File: src/rtl/int_writeback_stage.sv
// Writeback stage behind the integer exec pipeline: metadata register, result FIFO,
// masked register-file write handshake, and retire pulses. Optional bypass: INT_WB_BYPASS_EN.
module int_writeback_stage #(
   parameter int VEC_WIDTH = 16,
   parameter int DWIDTH    = 32,
   parameter int REG_BITS  = 5,
   parameter int RID_BITS  = 3,
   parameter int DEPTH     = 4
) (
   input  logic                          clk,
   input  logic                          rstn,
   input  logic                          issue_valid,
   input  logic                          issue_wb_en,
   input  logic [REG_BITS-1:0]           issue_dst,
   input  logic [VEC_WIDTH-1:0]          issue_mask,
   input  logic [RID_BITS-1:0]           issue_rid,
   input  logic [VEC_WIDTH*DWIDTH-1:0]   exec_out,
   output logic                          stall_o,
   output logic                          wb_valid,
   input  logic                          wb_ready,
   output logic [REG_BITS-1:0]           wb_reg,
   output logic [VEC_WIDTH-1:0]          wb_mask,
   output logic [VEC_WIDTH*DWIDTH-1:0]   wb_data,
   output logic                          done_valid,
   output logic [RID_BITS-1:0]           done_rid,
   output logic [$clog2(DEPTH):0]        occupancy
);

   localparam int PTR_BITS  = $clog2(DEPTH);
   localparam int CNT_BITS  = PTR_BITS + 1;
   localparam int DATA_BITS = VEC_WIDTH * DWIDTH;
   localparam logic [CNT_BITS-1:0] FULL_CNT = CNT_BITS'(DEPTH);

   typedef struct packed {
      logic                 wb_en;
      logic [REG_BITS-1:0]  dst;
      logic [VEC_WIDTH-1:0] mask;
      logic [RID_BITS-1:0]  rid;
      logic [DATA_BITS-1:0] data;
   } entry_t;

   // Metadata travelling alongside the op through the exec latency
   logic                 meta_valid;
   logic                 meta_wb_en;
   logic [REG_BITS-1:0]  meta_dst;
   logic [VEC_WIDTH-1:0] meta_mask;
   logic [RID_BITS-1:0]  meta_rid;

   entry_t               mem [DEPTH];
   logic [PTR_BITS-1:0]  wr_ptr;
   logic [PTR_BITS-1:0]  rd_ptr;
   logic [CNT_BITS-1:0]  count;

   entry_t               incoming;
   entry_t               head;
   entry_t               out_entry;
   logic                 empty;
   logic                 full;
   logic                 head_writes;
   logic                 push;
   logic                 pop;
   logic                 bypass;

   assign incoming    = '{wb_en: meta_wb_en, dst: meta_dst, mask: meta_mask,
                          rid: meta_rid, data: exec_out};
   assign head        = mem[rd_ptr];
   assign empty       = (count == '0);
   assign full        = (count == FULL_CNT);
   assign head_writes = head.wb_en && (head.mask != '0);
   assign occupancy   = count;

   // NOTE: every signal gets a default at the top of always_comb so no path leaves one unassigned (no latches).
   always_comb begin
      pop       = 1'b0;
      bypass    = 1'b0;
      wb_valid  = 1'b0;
      out_entry = head;
      if (!empty) begin
         wb_valid = head_writes;
         pop      = !head_writes || wb_ready;
      end
`ifdef INT_WB_BYPASS_EN
      else if (meta_valid) begin
         out_entry = incoming;
         wb_valid  = meta_wb_en && (meta_mask != '0);
         bypass    = !wb_valid || wb_ready;
      end
`endif
      push    = meta_valid && !bypass && (!full || pop);
      stall_o = meta_valid && full && !pop;
   end

   // Outputs read as zero whenever no write is offered, so stale storage never leaks out
   always_comb begin
      wb_reg  = '0;
      wb_mask = '0;
      wb_data = '0;
      if (wb_valid) begin
         wb_reg  = out_entry.dst;
         wb_mask = out_entry.mask;
         wb_data = out_entry.data;
      end
   end

   // NOTE: sequential state uses non-blocking assignments so every register samples pre-edge values.
   always_ff @(posedge clk or negedge rstn) begin
      if (!rstn) begin
         meta_valid <= 1'b0;
         meta_wb_en <= 1'b0;
         meta_dst   <= '0;
         meta_mask  <= '0;
         meta_rid   <= '0;
      end else if (!stall_o) begin
         meta_valid <= issue_valid;
         meta_wb_en <= issue_wb_en;
         meta_dst   <= issue_dst;
         meta_mask  <= issue_mask;
         meta_rid   <= issue_rid;
      end
   end

   // NOTE: FIFO storage is not reset; pointers and count are, and outputs are gated by wb_valid.
   always_ff @(posedge clk) begin
      if (push) mem[wr_ptr] <= incoming;
   end

   always_ff @(posedge clk or negedge rstn) begin
      if (!rstn) begin
         wr_ptr <= '0;
         rd_ptr <= '0;
         count  <= '0;
      end else begin
         if (push) wr_ptr <= wr_ptr + 1'b1;
         if (pop)  rd_ptr <= rd_ptr + 1'b1;
         case ({push, pop})
            2'b10:   count <= count + 1'b1;
            2'b01:   count <= count - 1'b1;
            default: count <= count;
         endcase
      end
   end

   // Retire pulse follows the pop (or bypass retire) by one edge, in program order
   always_ff @(posedge clk or negedge rstn) begin
      if (!rstn) begin
         done_valid <= 1'b0;
         done_rid   <= '0;
      end else begin
         done_valid <= pop || bypass;
         if (pop)         done_rid <= head.rid;
         else if (bypass) done_rid <= meta_rid;
      end
   end

   a_wb_hold: assert property (@(posedge clk) disable iff (!rstn)
      wb_valid && !wb_ready |=> wb_valid && $stable(wb_reg) && $stable(wb_mask) && $stable(wb_data));

   a_count_bound: assert property (@(posedge clk) disable iff (!rstn) count <= FULL_CNT);

endmodule

File: config.mk
export PLATFORM = sky130hd
export DESIGN_NAME = int_writeback_stage
export DESIGN_NICKNAME = d
export VERILOG_FILES = /design/src/rtl/int_writeback_stage.sv
export SDC_FILE = /design/constraint.sdc
export NUM_CORES = 2
export LEC_CHECK = 0
export ABC_CLOCK_PERIOD_IN_PS = 32100
export CAP_MARGIN = 20
export CORE_AREA = 2 2 422 424
export CTS_BUF_LIST = sky130_fd_sc_hd__clkbuf_4 sky130_fd_sc_hd__clkbuf_8
export CTS_CLUSTER_DIAMETER = 100
export DETAILED_ROUTE_END_ITERATION = 10
export DIE_AREA = 0 0 424 426
export PLACE_DENSITY = 0.7
export SYNTH_ARGS = -nofsm -noshare
export SYNTH_HDL_FRONTEND = slang
export SYNTH_SLANG_ARGS = --single-unit
File: constraint.sdc
create_clock -name clk -period 32.1 [get_ports clk]
set_input_delay 4.815 -clock clk [delete_from_list [all_inputs] [get_ports clk]]
set_output_delay 4.815 -clock clk [all_outputs]
set_load 0.005 [all_outputs]
* Word-level counts from Yosys, hierarchy flattened
Memory sizes are Yosys's and may differ from the RTL's. Cells that the tools add are included.
Storage, ports and cells: register bits 37, bits of input ports 541, memories kept 1, bits in writable memories 2148, logic and storage cells 38
Memory list:
- mem | words 4, width 537, rd ports 1, clocked after memory_dff 0, write ports 1, line 49 | entry_t mem [DEPTH];
Operators by class: equal/unequal tests 3, mux-type cells 8, reductions and logical operators 12, add/sub/neg operators 4
Operators with widths (count):
- 512-bit 2-to-1 mux | 1
- 16-bit 2-to-1 mux | 1
- 16-bit nonzero test | 1
- 3-bit case mux with 2 select lines | 1
- 5-bit 2-to-1 mux | 1
- 2-bit by 1-bit adder with 2-bit output (second input constant) | 2
- 1-bit logical AND | 4
- 1-bit 2-to-1 mux | 4
- 3-bit by 1-bit adder with 3-bit output (second input constant) | 1
- 3-bit equality test (second input constant) | 1
- 1-bit zero test | 3
- 3-bit zero test | 1
- 3-bit by 1-bit subtractor with 3-bit output (second input constant) | 1
- 2-bit by 1-bit equality test with 1-bit output (second input constant) | 1
- 2-bit equality test (second input constant) | 1
- 1-bit logical OR | 2
- 2-bit nonzero test | 1

* Logic depth before layout (Yosys ltp)
An unclocked memory read counts as a cell.
word-level depth 10, gate-level depth with buffers 14, gate-level depth less buffers 11

* Worst setup path before layout
OpenSTA, ideal clock, no wires.
path kind input-to-reg, start input port wb_ready, end memory mem[0][0] in the netlist's numbering, enable pin, path slack 13734 ps, stages on the path 3, required time 31125 ps, arrival 17391 ps, cell sequence nand3b_4 -> o21a_1 -> and2_1
Between the ends: word-level cells in the longest chain between the ends 6
Ends and longest elaborated chain:
- start: declaration | line 20 | input logic wb_ready,
- 1-bit logical OR | line 80 | pop = !head_writes || wb_ready;
- 1-bit 2-to-1 mux | line 78 | if (!empty) begin
- 1-bit logical OR | line 89 | push = meta_valid && !bypass && (!full || pop);
- 1-bit logical AND | line 89
- 1-bit 2-to-1 mux | line 124 | if (push) mem[wr_ptr] <= incoming;
- 1-bit 2-to-1 mux (implied by the code) | line 124
- end: declaration | line 49
No other way between the ends.

* Final worst setup path
start register rd_ptr[1], end output port wb_data[423]
Between the ends: word-level cells in the longest chain between the ends 5
Ends and longest elaborated chain:
- start: declaration | line 51 | logic [PTR_BITS-1:0] rd_ptr;
- start signal: assignment | line 134 | if (pop) rd_ptr <= rd_ptr + 1'b1;
- memory read 4 x 537 bit *
- 16-bit nonzero test | line 69 | assign head_writes = head.wb_en && (head.mask != '0);
- 1-bit logical AND | line 69
- 1-bit 2-to-1 mux | line 78
- 512-bit 2-to-1 mux * | line 98 | if (wb_valid) begin
- end: declaration | line 23 | output logic [VEC_WIDTH*DWIDTH-1:0] wb_data,
Mark *: on every way between the ends. The rest lies on a longest branch, timed or not.

==> impl_results.md <==
* Ys async rst share at 1.693%
* Synth Area in Adders at 0.08494%
* Predominant post-synthesis flop cell: edfxtp_1
* Simple-gate share of the synthesized area at 4.289%
* Initial antenna violation count at 61
* Power per standard cell area at 94.06 mW/mm²
* Largest net degree at the start of global routing at 188
* Fin. Hold Viols at 0
* Logic pwr share at 35.7%
* GR Util All Layers at 21.30%
* Syn Nets at 4069
* Critical path class: reg2out
* Finished Layout Cells at 7473
* CP Launch Point: rd_ptr[1]$_DFFE_PN0N_
* Postcts setup bufs at 0
* HP Class: reg2reg
* Mapped Area at 0.08249 mm²
* Area share of the largest cell type after synthesis at 78.19%
* DRC errors left at 0
* Area Growth Syn to Fin at 24.69%
* 1st-iter DRT viols at 3101
* Top Ports at 1083
* Clk slew on worst S/H paths at 0.06 ns
* Layout Nets at 5389
* Slew margin rel. at 27.24%
* R2R cell count at 10
* P_int at 6.836 mW
* Final worst slack at 20.03 ns
* Synth Area in Compound Gates at 0.05460%
* CTS sink count at 2185
* Root buffer cell: clkbuf_8
* Min Clock Period, post-route at 12.07 ns
* Worst R2R Start: rd_ptr[1]$_DFFE_PN0N_
* Mux cell area share after synthesis at 15.21%
* Outcome: finished, final reports clean
* RR Endpoint: mem[0][178]$_DFFE_PP_
* Horiz. Die Dim at 424 µm
* Number of synthesized register bits at 2185
* HPWL after DPL at 125.9 mm
* Switch Pwr at 2.839 mW
* RSZ-0062 raised after global routing: no
* Startpoint types: register
* CP Capture Type: output pin
* Clk_lat worst skew at 1.08 ns
* Post-route cell area at 0.1029 mm²
* Critical Path End: wb_data[423]
* Post-CTS resize count at 0
* Period utilization at 37.61%
* Xor/xnor cell area share of the yosys netlist at 0.05309%
* Worst Hold Depth at 0
* Sequential power share at 40.6%
* Final wirelength at 195.8 mm
* Final setup violation count at 0
* LEAKAGE at 33.46 nW
* Vias per cell at 5.394
* Share of cells above drive strength 1 at 23.14%
* Hold Buf Count CTS at 0
* Placeable Area at 0.1757 mm²
* Placer congestion estimate at 0.8099
* Global-route wire length before repair at 279.6 mm
* CTS H-tree depth at 5
* Fmax at 82.83 MHz
* Setup TNS at 0 ns
* # rows at 154
* Number of buffers added on ports at 1082
* Post-synth cell types at 36
* Gr ovfl total at 0
* Top cells by area, synth: edfxtp_1 78%, mux4_2 14%, and2_1 4.1%
* Post-placement cell area at 0.09601 mm²
* Number of enable flip-flop cells after synthesis at 2148
* Leading area contributor after synthesis: edfxtp_1
* Max Slew Vio Count at 0
* Sw frac at 29.34%
* Maxcap violations at 0
* Measured slew at the worst slew-check pin at 1.091 ns
* Wire per inst at 26.21 µm
* Vias in the first global route at 41600
* Required time of the critical path at 27.28 ns
* DR vias at 40310
* Worst Skew at 0.1041 ns
* Clock buffer depth at 4
* Syn Area/Cell at 23.42 µm²
* Setup Slack @ Placement at 20.67 ns
* Drt pass-1 iters at 6
* Dpl cells at 6821
* CTS Buf Count at 360
* CTS tree: built
* Share of total power in the clock network at 23.7%
* Cells after synthesis at 3523
* CP Max Fanout at 78
* Total power at 9.675 mW
* Die H at 426 µm
* Fillers at 12690
* Largest family of logic cells by synthesized area: multiplexers
* Sequential share of the synthesized area at 79.31%
* Initial core utilization at 46.94%
* R2R setup slack at 24.85 ns
* Post-DRT Antenna Nets at 0
* Peak supply drop at 97.04 µV
* Ys Warns at 0
* WP data arrival at 7.26 ns
* Die area at 0.1806 mm²
==> synthesized netlist by cell type (3+ instances only) <==
library cell / number
nand2b_1: 4
nor2_1: 5
nor4_2: 4
inv_1: 8
edfxtp_1: 2148
mux2_4: 18
mux4_2: 530
dfrtp_1: 37
mux4_1: 7
and2_1: 537
ha_1: 4
buf_2: 16
nand2_1: 3
xnor2_1: 4
clkbuf_1: 156
nor3_1: 3
mux2_2: 12
buf_6: 5
==> stage by stage <==
step	hold slack, ns	util [%]
after floorplan	0.4724	-
after global placement	0.4899	54.64
after detailed placement	0.4933	54.64
after CTS	0.4635	58.47
after global routing	0.5164	58.52
final	0.4493	58.53
==> flip-flops by register name, indices dropped and copies added (netlist names) <==
signal and count:
occupancy 3, meta_valid 1, meta_dst 5, done_valid 1, meta_wb_en 1, meta_rid 3
meta_mask 16, wr_ptr 2, done_rid 3, mem 2148, rd_ptr 2
==> final cells by class <==
| cell class | count | area [µm²] | share of cell area [%] |
|---|---|---|---|
| clock inverter | 104 | 560.5 | 0.5450 |
| clock buffer | 505 | 6181 | 6.009 |
| tap | 2340 | 2928 | 2.846 |
| multi-input combinational | 1147 | 16260 | 15.81 |
| antenna | 43 | 107.6 | 0.1046 |
| timing repair buffer | 1141 | 11360 | 11.04 |
| sequential | 2185 | 65440 | 63.62 |
| inverter | 8 | 30.03 | 0.02919 |
==> power by group through the flow <==
stage | logic [mW] | clock network (mW) | registers, mW
2_1_floorplan | 1.79 | 0 | 4.29
3_3_place_gp | 3.51 | 0 | 3.96
3_5_place_dp | 3.51 | 0 | 3.99
4_1_cts | 3.52 | 2.34 | 3.94
5_1_grt | 3.66 | 2.47 | 3.98
6_report | 3.45 | 2.29 | 3.93
==> cells by family (layout without fill, tap and decap cells) <==
family | after synthesis | count (layout)
flip-flops | 2185 | 2185
multiplexers | 569 | 569
AND/OR/NAND/NOR | 562 | 562
buffers and inverters | 191 | 1758
AO/OA/AOI/OAI | 6 | 6
adder cells (fa/ha/maj) | 5 | 5
XOR/XNOR | 5 | 5
other | 0 | 43
==> worst max-delay path, stage by stage, from the launching register on <==
cell             delay (ns)
dfrtp_4                1.06
buf_4                  0.83
mux4_2                 0.40
nor4_2                 0.06
nand4_2                0.14
nand2_1                0.10
nor2_4                 0.72
buf_4                  0.69
buf_4                  0.67
buf_4                  0.54
and2_1                 0.20
clkdlybuf4s50_1        0.53
==> cell usage in the layout, fill, tap and decap left out, types with 4 or more instances in the layout <==
cell type	Yosys	layout
and2_1	537	533
and2_4	0	4
buf_12	2	7
buf_4	1	52
clkbuf_4	0	123
clkbuf_8	0	382
clkdlybuf4s50_1	0	1081
clkinv_1	0	65
clkinv_2	0	24
clkinvlp_4	0	7
dfrtp_1	37	35
diode_2	0	43
edfxtp_1	2148	2148
ha_1	4	4
inv_1	8	8
mux2_2	12	12
mux2_4	18	18
mux4_1	7	7
mux4_2	530	530
nand2b_1	4	4
nor2_1	5	4
nor4_2	4	4
xnor2_1	4	4
==> worst min path at each step <==
stage | from | end
3_5_place_dp | done_rid[0]$_DFFE_PN0N_ | done_rid[0]$_DFFE_PN0N_
3_3_place_gp | done_rid[0]$_DFFE_PN0N_ | done_rid[0]$_DFFE_PN0N_
5_1_grt | done_rid[1]$_DFFE_PN0N_ | done_rid[1]$_DFFE_PN0N_
2_1_floorplan | meta_rid[2]$_DFFE_PN0N_ | mem[0][514]$_DFFE_PP_
6_report | meta_wb_en$_DFFE_PN0N_ | mem[3][536]$_DFFE_PP_
4_1_cts | meta_wb_en$_DFFE_PN0N_ | mem[3][536]$_DFFE_PP_
==> routing by layer <==
metal | track usage, % | share of wire (%)
met2 | 36.05 | 52
met5 | 0 | 0.090
met3 | 6.249 | 7.2
met1 | 25.03 | 36
met4 | 10.15 | 4.2
(Power assumes the default switching activity.)
